==> config.mk <==
export PLATFORM = sky130hd
export DESIGN_NAME = muldiv_ctrl
export DESIGN_NICKNAME = d
export VERILOG_FILES = /design/src/rtl/muldiv_ctrl_pkg.sv /design/src/rtl/muldiv_iter.sv /design/src/rtl/muldiv_ctrl.sv
export SDC_FILE = /design/constraint.sdc
export NUM_CORES = 1
export LEC_CHECK = 0
export ABC_AREA = 1
export CAP_MARGIN = 20
export CORE_MARGIN = 2
export CORE_UTILIZATION = 40
export DETAILED_ROUTE_END_ITERATION = 16
export RECOVER_POWER = 100
export SLEW_MARGIN = 25
export SYNTH_ARGS = -nofsm -noshare
export SYNTH_HDL_FRONTEND = slang
export SYNTH_SLANG_ARGS = --single-unit
==> constraint.sdc <==
create_clock -name clk -period 5.7 [get_ports clk]
set_input_delay 0.855 -clock clk [delete_from_list [all_inputs] [get_ports clk]]
set_output_delay 0.855 -clock clk [all_outputs]
set_load 0.02 [all_outputs]
==> src/rtl/muldiv_ctrl_pkg.sv <==
// Shared opcode/funct encodings and FSM state type for the multiply/divide unit.
package muldiv_ctrl_pkg;

    localparam logic [5:0] OP_SPECIAL = 6'h00;

    localparam logic [5:0] FN_MFHI  = 6'h10;
    localparam logic [5:0] FN_MTHI  = 6'h11;
    localparam logic [5:0] FN_MFLO  = 6'h12;
    localparam logic [5:0] FN_MTLO  = 6'h13;
    localparam logic [5:0] FN_MULT  = 6'h18;
    localparam logic [5:0] FN_MULTU = 6'h19;
    localparam logic [5:0] FN_DIV   = 6'h1A;
    localparam logic [5:0] FN_DIVU  = 6'h1B;

    localparam logic [4:0] LAST_ITER = 5'd31;

    typedef enum logic [1:0] {
        ST_IDLE = 2'd0,
        ST_RUN  = 2'd1,
        ST_FIX  = 2'd2
    } state_t;

endpackage

==> src/rtl/muldiv_iter.sv <==
// Datapath for the iterative multiply/divide: 64-bit accumulator, operand
// register and the single shared 33-bit adder/subtractor.
// Multiply: acc = {partial, multiplier}; each step adds the multiplicand when
// acc[0] is set and shifts right one place.
// Divide:   acc = {remainder, dividend}; each step shifts left one place,
// trial-subtracts the divisor and shifts in the quotient bit (1 = no borrow).
module muldiv_iter
    import muldiv_ctrl_pkg::*;
(
    input  logic        clk,
    input  logic        rst,
    input  logic        load,
    input  logic        step,
    input  logic        is_div,
    input  logic [31:0] a_in,
    input  logic [31:0] b_in,
    output logic [63:0] acc
);

    logic [63:0] acc_q, acc_d;
    logic [31:0] opnd_q, opnd_d;
    logic [32:0] add_x, add_y;
    logic        add_cin;
    logic [33:0] add_sum;

    // Shared adder: add for multiply, subtract (x + ~y + 1) for divide
    always_comb begin
        add_x   = {1'b0, acc_q[63:32]};
        add_y   = '0;
        add_cin = 1'b0;
        if (is_div) begin
            add_x   = acc_q[63:31];
            add_y   = ~{1'b0, opnd_q};
            add_cin = 1'b1;
        end else if (acc_q[0]) begin
            add_y = {1'b0, opnd_q};
        end
        add_sum = {1'b0, add_x} + {1'b0, add_y} + {33'b0, add_cin};
    end

    // Next accumulator/operand: load operands or apply one iteration
    always_comb begin
        acc_d  = acc_q;
        opnd_d = opnd_q;
        if (load) begin
            acc_d  = {32'b0, (is_div ? a_in : b_in)};
            opnd_d = is_div ? b_in : a_in;
        end else if (step) begin
            if (is_div) begin
                // add_sum[33] is the carry out: set when no borrow
                acc_d = {(add_sum[33] ? add_sum[31:0] : acc_q[62:31]),
                         acc_q[30:0], add_sum[33]};
            end else begin
                acc_d = {add_sum[32:0], acc_q[31:1]};
            end
        end
    end

    // Datapath registers
    always_ff @(posedge clk) begin
        if (rst) begin
            acc_q  <= '0;
            opnd_q <= '0;
        end else begin
            acc_q  <= acc_d;
            opnd_q <= opnd_d;
        end
    end

    assign acc = acc_q;

endmodule

==> src/rtl/muldiv_ctrl.sv <==
// Multiply/divide sequencer and HI/LO owner for the EX stage. Decodes the
// SPECIAL mul/div and HI/LO moves, runs 32 iterations in muldiv_iter, applies
// the sign fixup and stalls HI/LO-dependent instructions while busy.
module muldiv_ctrl
    import muldiv_ctrl_pkg::*;
(
    input  logic        clk,
    input  logic        rst,
    input  logic        en,
    input  logic [5:0]  opcode,
    input  logic [5:0]  funct,
    input  logic [31:0] rs_val,
    input  logic [31:0] rt_val,
    output logic        stall,
    output logic        busy,
    output logic [31:0] hilo_out,
    output logic [31:0] hi,
    output logic [31:0] lo
);

    state_t      state_q, state_d;
    logic [4:0]  cnt_q, cnt_d;
    logic        kind_div_q, kind_div_d;
    logic        neg_lo_q, neg_lo_d;
    logic        neg_hi_q, neg_hi_d;
    logic        busy_q, busy_d;
    logic [31:0] hi_q, hi_d, lo_q, lo_d;

    logic        is_special, start_op, hilo_op, accept;
    logic        op_signed, op_div, div_zero, rs_neg, rt_neg;
    logic [31:0] rs_abs, rt_abs;
    logic        iter_load, iter_step, iter_is_div;
    logic [63:0] acc, prod_neg;

    // Instruction decode and operand conditioning
    always_comb begin
        is_special = (opcode == OP_SPECIAL);
        start_op   = is_special && (funct inside {FN_MULT, FN_MULTU, FN_DIV, FN_DIVU});
        hilo_op    = start_op || (is_special &&
                     (funct inside {FN_MFHI, FN_MFLO, FN_MTHI, FN_MTLO}));
        accept     = en && hilo_op && !busy_q;
        op_signed  = (funct == FN_MULT) || (funct == FN_DIV);
        op_div     = (funct == FN_DIV) || (funct == FN_DIVU);
        div_zero   = op_div && (rt_val == 32'd0);
        rs_neg     = op_signed && rs_val[31];
        rt_neg     = op_signed && rt_val[31];
        // Divide by zero keeps the raw dividend so HI ends up equal to rs_val
        rs_abs     = (rs_neg && !div_zero) ? (32'd0 - rs_val) : rs_val;
        rt_abs     = rt_neg ? (32'd0 - rt_val) : rt_val;
    end

    // FSM next state, counter, sign flags and HI/LO updates
    always_comb begin
        state_d    = state_q;
        cnt_d      = cnt_q;
        kind_div_d = kind_div_q;
        neg_lo_d   = neg_lo_q;
        neg_hi_d   = neg_hi_q;
        hi_d       = hi_q;
        lo_d       = lo_q;
        iter_load  = 1'b0;
        iter_step  = 1'b0;
        prod_neg   = 64'd0 - acc;
        case (state_q)
            ST_IDLE: begin
                if (accept && start_op) begin
                    iter_load  = 1'b1;
                    state_d    = ST_RUN;
                    cnt_d      = '0;
                    kind_div_d = op_div;
                    neg_lo_d   = !div_zero && (rs_neg ^ rt_neg);
                    neg_hi_d   = !div_zero && (op_div ? rs_neg : (rs_neg ^ rt_neg));
                end else if (accept && funct == FN_MTHI) begin
                    hi_d = rs_val;
                end else if (accept && funct == FN_MTLO) begin
                    lo_d = rs_val;
                end
            end
            ST_RUN: begin
                iter_step = 1'b1;
                cnt_d     = cnt_q + 5'd1;
                if (cnt_q == LAST_ITER) begin
                    state_d = ST_FIX;
                end
            end
            ST_FIX: begin
                if (kind_div_q) begin
                    lo_d = neg_lo_q ? (32'd0 - acc[31:0])  : acc[31:0];
                    hi_d = neg_hi_q ? (32'd0 - acc[63:32]) : acc[63:32];
                end else begin
                    lo_d = neg_lo_q ? prod_neg[31:0]  : acc[31:0];
                    hi_d = neg_lo_q ? prod_neg[63:32] : acc[63:32];
                end
                state_d = ST_IDLE;
            end
            default: state_d = ST_IDLE;
        endcase
        busy_d      = (state_d != ST_IDLE);
        iter_is_div = (state_q == ST_IDLE) ? op_div : kind_div_q;
    end

    // Control and architectural registers
    always_ff @(posedge clk) begin
        if (rst) begin
            state_q    <= ST_IDLE;
            cnt_q      <= '0;
            kind_div_q <= 1'b0;
            neg_lo_q   <= 1'b0;
            neg_hi_q   <= 1'b0;
            busy_q     <= 1'b0;
            hi_q       <= '0;
            lo_q       <= '0;
        end else begin
            state_q    <= state_d;
            cnt_q      <= cnt_d;
            kind_div_q <= kind_div_d;
            neg_lo_q   <= neg_lo_d;
            neg_hi_q   <= neg_hi_d;
            busy_q     <= busy_d;
            hi_q       <= hi_d;
            lo_q       <= lo_d;
        end
    end

    muldiv_iter u_iter (
        .clk    (clk),
        .rst    (rst),
        .load   (iter_load),
        .step   (iter_step),
        .is_div (iter_is_div),
        .a_in   (rs_abs),
        .b_in   (rt_abs),
        .acc    (acc)
    );

    // Stall and HI/LO read port
    always_comb begin
        stall    = en && hilo_op && busy_q;
        hilo_out = '0;
        if (en && is_special && funct == FN_MFHI) begin
            hilo_out = hi_q;
        end else if (en && is_special && funct == FN_MFLO) begin
            hilo_out = lo_q;
        end
    end

    assign busy = busy_q;
    assign hi   = hi_q;
    assign lo   = lo_q;

endmodule

==> summary.md <==
| Metric | Value |
|---|---|
| Detailed Place HPWL | roughly 61 mm |
| CP Max Fanout | 78 |
| Final Setup Violations | 0 |
| Core Area | approximately 40000 sq um |
| Vias in the first global route | 18000 |
| Routability cong. | 0.987 |
| RSZ-0062 raised after global routing | false |
| Detailed-route wire length per cell | about 22 um |
| DRC viols | 0 |
| Row count | 73 |
| Setup TNS Final | 0 ps |
| Mean Syn Cell Area | 5.81 sq um |
| Clk buf depth | 2 |
| Die area | between 40000 and 50000 sq um |
| Share of cells above drive strength 1 | about 4.0% |
| Synth warnings | 0 |
| Root Buffer | clkbuf_16 |
| Final Cycle Share | 88.9% |
| Primary FF master, synth | dfxtp_1 |
| Skew-Pair Late Insertion Delay | between 400 and 500 ps |
| Antenna cell count | 0 |
| Max-slew violations | approximately 150 |
| F_max | 197 MHz |
| Number of synthesized flops with an enable pin | 0 |
| CP most frequent cell | nand2_1 |
| Port buffer count | 176 |
| Vias/cell | approximately 6 |
| CP delay by family, top | simple AND/OR/NAND/NOR gates |
| Final nets | slightly below 3000 |
| Buffer and inverter count on the worst path | 4 |
| Crit Path Class | input pin to register |
| Hold Path Class | register to register |
| CTS resizes | 0 |
| Post-place setup slack | 558 ps |
| Status | complete, but fails checks |
| Crit path time final | around 5000 ps |
| Postcts setup bufs | 0 |
| CTS tree | yes |
| Initial antenna violation count | 0 |
| # H-tree levels | 4 |
| Arrival @ worst endpoint | between 5000 and 6000 ps |
| Final setup margin | approximately 630 ps |
| CTS buffer count | 17 |
| Clock slew at reported path FFs | around 80 ps |
| # clock sinks | 171 |
| Initial Util | a little over 40% |
| Top Ports | between 150 and 200 |
| First-pass GRT wire length | between 100 and 150 mm |
| Area grow syn2layout | 16.6% |
| Antenna viol nets, final | 0 |
| CP required | slightly above 6000 ps |
| Worst-case clock skew | 15.9 ps |
| Slowest CP cell | clkdlybuf4s50_1 |
| Die Ht | 205 um |
| CTS Hold Bufs | 0 |
| GRT Total Usage | a little over a third |
| DRT Pass-1 Iters | 6 |
| Yosys cell types | between 50 and 60 |
| Crit end category | register |
| Peak supply drop | between 0.2 and 0.25 mV |
| Sequential area share after synthesis | about a fifth |
| Largest net degree at the start of global routing | 79 |
| Syn Nets | just under 3000 |
| Drt total wl | 76.3 mm |
| Failing checks | capacitance limit, slew limit |
| Grt ovf | 0 |
| Cells after Synth | 2783 |
| Worst-Margin Slew | roughly 2500 ps |
| Max-cap violations | 3 |
| Synth Register Bits | about 170 |
| Rel. slew slack | -65.8% |
| Layout Utilization | 47.4% |
| Startpoint Class | input pin |
| DR vias | slightly below 20000 |
| Mapped cell area | roughly 16000 sq um |
| Die Wd | 205 um |
| Pleak | slightly below 9 nW |
| Power Density | approximately 150 nW/um^2 |
| Initial drt markers | 2399 |
| Async set-reset flop share out of synthesis | 0% |
| Largest stage delay, worst path | about 500 ps |
| Endpoints failing hold | 0 |
placed cells by master, fill, tap and decap left out, types with 6 or more instances in the layout:
cell / count
nand2_1: 631
nor2_1: 323
o21ai_0: 297
nand3_1: 266
inv_1: 242
a21oi_1: 186
dfxtp_1: 170
dlygate4sd3_1: 98
xor2_1: 85
clkdlybuf4s50_1: 78
a31oi_1: 70
o211ai_1: 64
nor3_1: 38
ha_1: 38
nand4_1: 32
o21ai_1: 30
buf_4: 23
o21bai_1: 21
nor4_1: 17
clkbuf_16: 17
nand3b_1: 14
xnor2_1: 14
or2_2: 13
inv_2: 10
nor3_2: 6
a21o_1: 6
clkbuf_1: 6
state kept, by name (all words and copies together) (netlist names):
signal         cells
u_iter.acc        64
hi                32
lo                32
u_iter.opnd_q     32
cnt_q              5
state_q            2
busy               1
kind_div_q         1
neg_hi_q           1
neg_lo_q           1
worst paths after layout:
check / startpoint / to / slack (ps) / cells after the start
worst min-delay path: u_iter.opnd_q[25]$_SDFFE_PP0P_ / u_iter.opnd_q[25]$_SDFFE_PP0P_ / 470 / 2
worst min register to register: u_iter.opnd_q[25]$_SDFFE_PP0P_ / u_iter.opnd_q[25]$_SDFFE_PP0P_ / 470 / 2
worst max register to register: state_q[0]$_SDFF_PP0_ / u_iter.acc[60]$_SDFFE_PP0P_ / 1150 / 26
worst max-delay path: funct[3] / u_iter.acc[60]$_SDFFE_PP0P_ / 630 / 27
synth_stat cells (4+ instances only):
master | instances | area (sq um)
o21ai_1 | 44 | 220
nand2_2 | 5 | 31.3
inv_2 | 14 | 52.6
nor2_2 | 5 | 31.3
a21oi_1 | 186 | 931
or2_2 | 13 | 81.3
inv_1 | 238 | 893
o21bai_1 | 21 | 158
xnor2_1 | 14 | 123
nor3_2 | 4 | 40.0
nor3_1 | 39 | 195
ha_1 | 38 | 475
a21boi_0 | 4 | 30.0
nor4_1 | 17 | 106
a31oi_1 | 70 | 438
nand2_1 | 632 | 2370
buf_4 | 4 | 30.0
o21a_1 | 4 | 30.0
o21ai_2 | 4 | 35.0
dfxtp_1 | 171 | 3420
xor2_1 | 85 | 744
o21ai_0 | 282 | 1410
nand4_1 | 32 | 200
clkbuf_1 | 97 | 364
o22ai_1 | 4 | 25.0
nand3_1 | 265 | 1330
nor2_1 | 323 | 1210
o211ai_1 | 64 | 480
buf_2 | 34 | 170
a21o_1 | 6 | 45.0
buf_1 | 12 | 45.0
nand3b_1 | 14 | 105
layer usage:
layer / up-vias / part of all wire, % / track usage, %
met1: 9254 / 46 / 52.6
li1: 9557 / - / -
met2: 960 / 41 / 52.2
met5: - / 0 / 0
met4: 0 / 3.8 / 14.0
met3: 108 / 9.2 / 6.60
area by class of cell:
| cell class | instances | area (sq um) |
|---|---|---|
| Clock inverter | 14 | 175 |
| Sequential cell | 171 | 3420 |
| Multi-Input combinational cell | 2208 | 11200 |
| Clock buffer | 18 | 439 |
| Tap cell | 525 | 657 |
| Fill cell | 4353 | 21000 |
| Timing Repair Buffer | 209 | 2020 |
| Inverter | 255 | 960 |
kinds of logic (layout without fill, tap and decap cells):
family,count (synthesis),in the layout,share of synthesized area [%]
xor gates and xnor gates,99,99,5.36
and+or+nand+nor,1366,1366,36.3
DFF,171,171,21.2
AOI/OAI and AO/OA,704,704,24.3
adders and majority gates,39,39,3.06
buffers and inverters,404,496,9.79
worst register-to-register path, stage by stage, from the launching register on:
cell      delay, ps
dfxtp_1         570
nor2_4          140
inv_2           110
nand2_1         150
nand2_4         160
buf_12          280
nor2_1          110
o21bai_1        170
ha_1            330
nand3_1          90
nand2_1         150
fa_1            230
nand2_1          70
nand2_1          70
o21ai_0         140
o21ai_2         230
a21boi_0        210
o21ai_0         470
nand2_1         140
nand2_1         130
nand2_1          60
nand2_1          80
nand2_1          50
nand2_1          80
nand3_1          80
nand2_1         150
inv_1            40
metrics by stage:
stage               instances  hold slack (ps)  instance area [sq um]  power, W
floorplan                2783              445                  16200   0.00135
global placement         3368              453                  18300   0.00148
detailed placement       3368              463                  18300   0.00148
CTS                      3400              473                  18900   0.00274
global route             3400              482                  18900   0.00281
finish                   3400              471                  18900   0.00274
power by group:
| part | switching, W | internal (W) |
|---|---|---|
| Sequential | 0.0000000162 | 0.00119 |
| Combinational | 0.000171 | 0.0000956 |
| Clock | 0.000600 | 0.000677 |
Power figures use the tool's default switching activity.
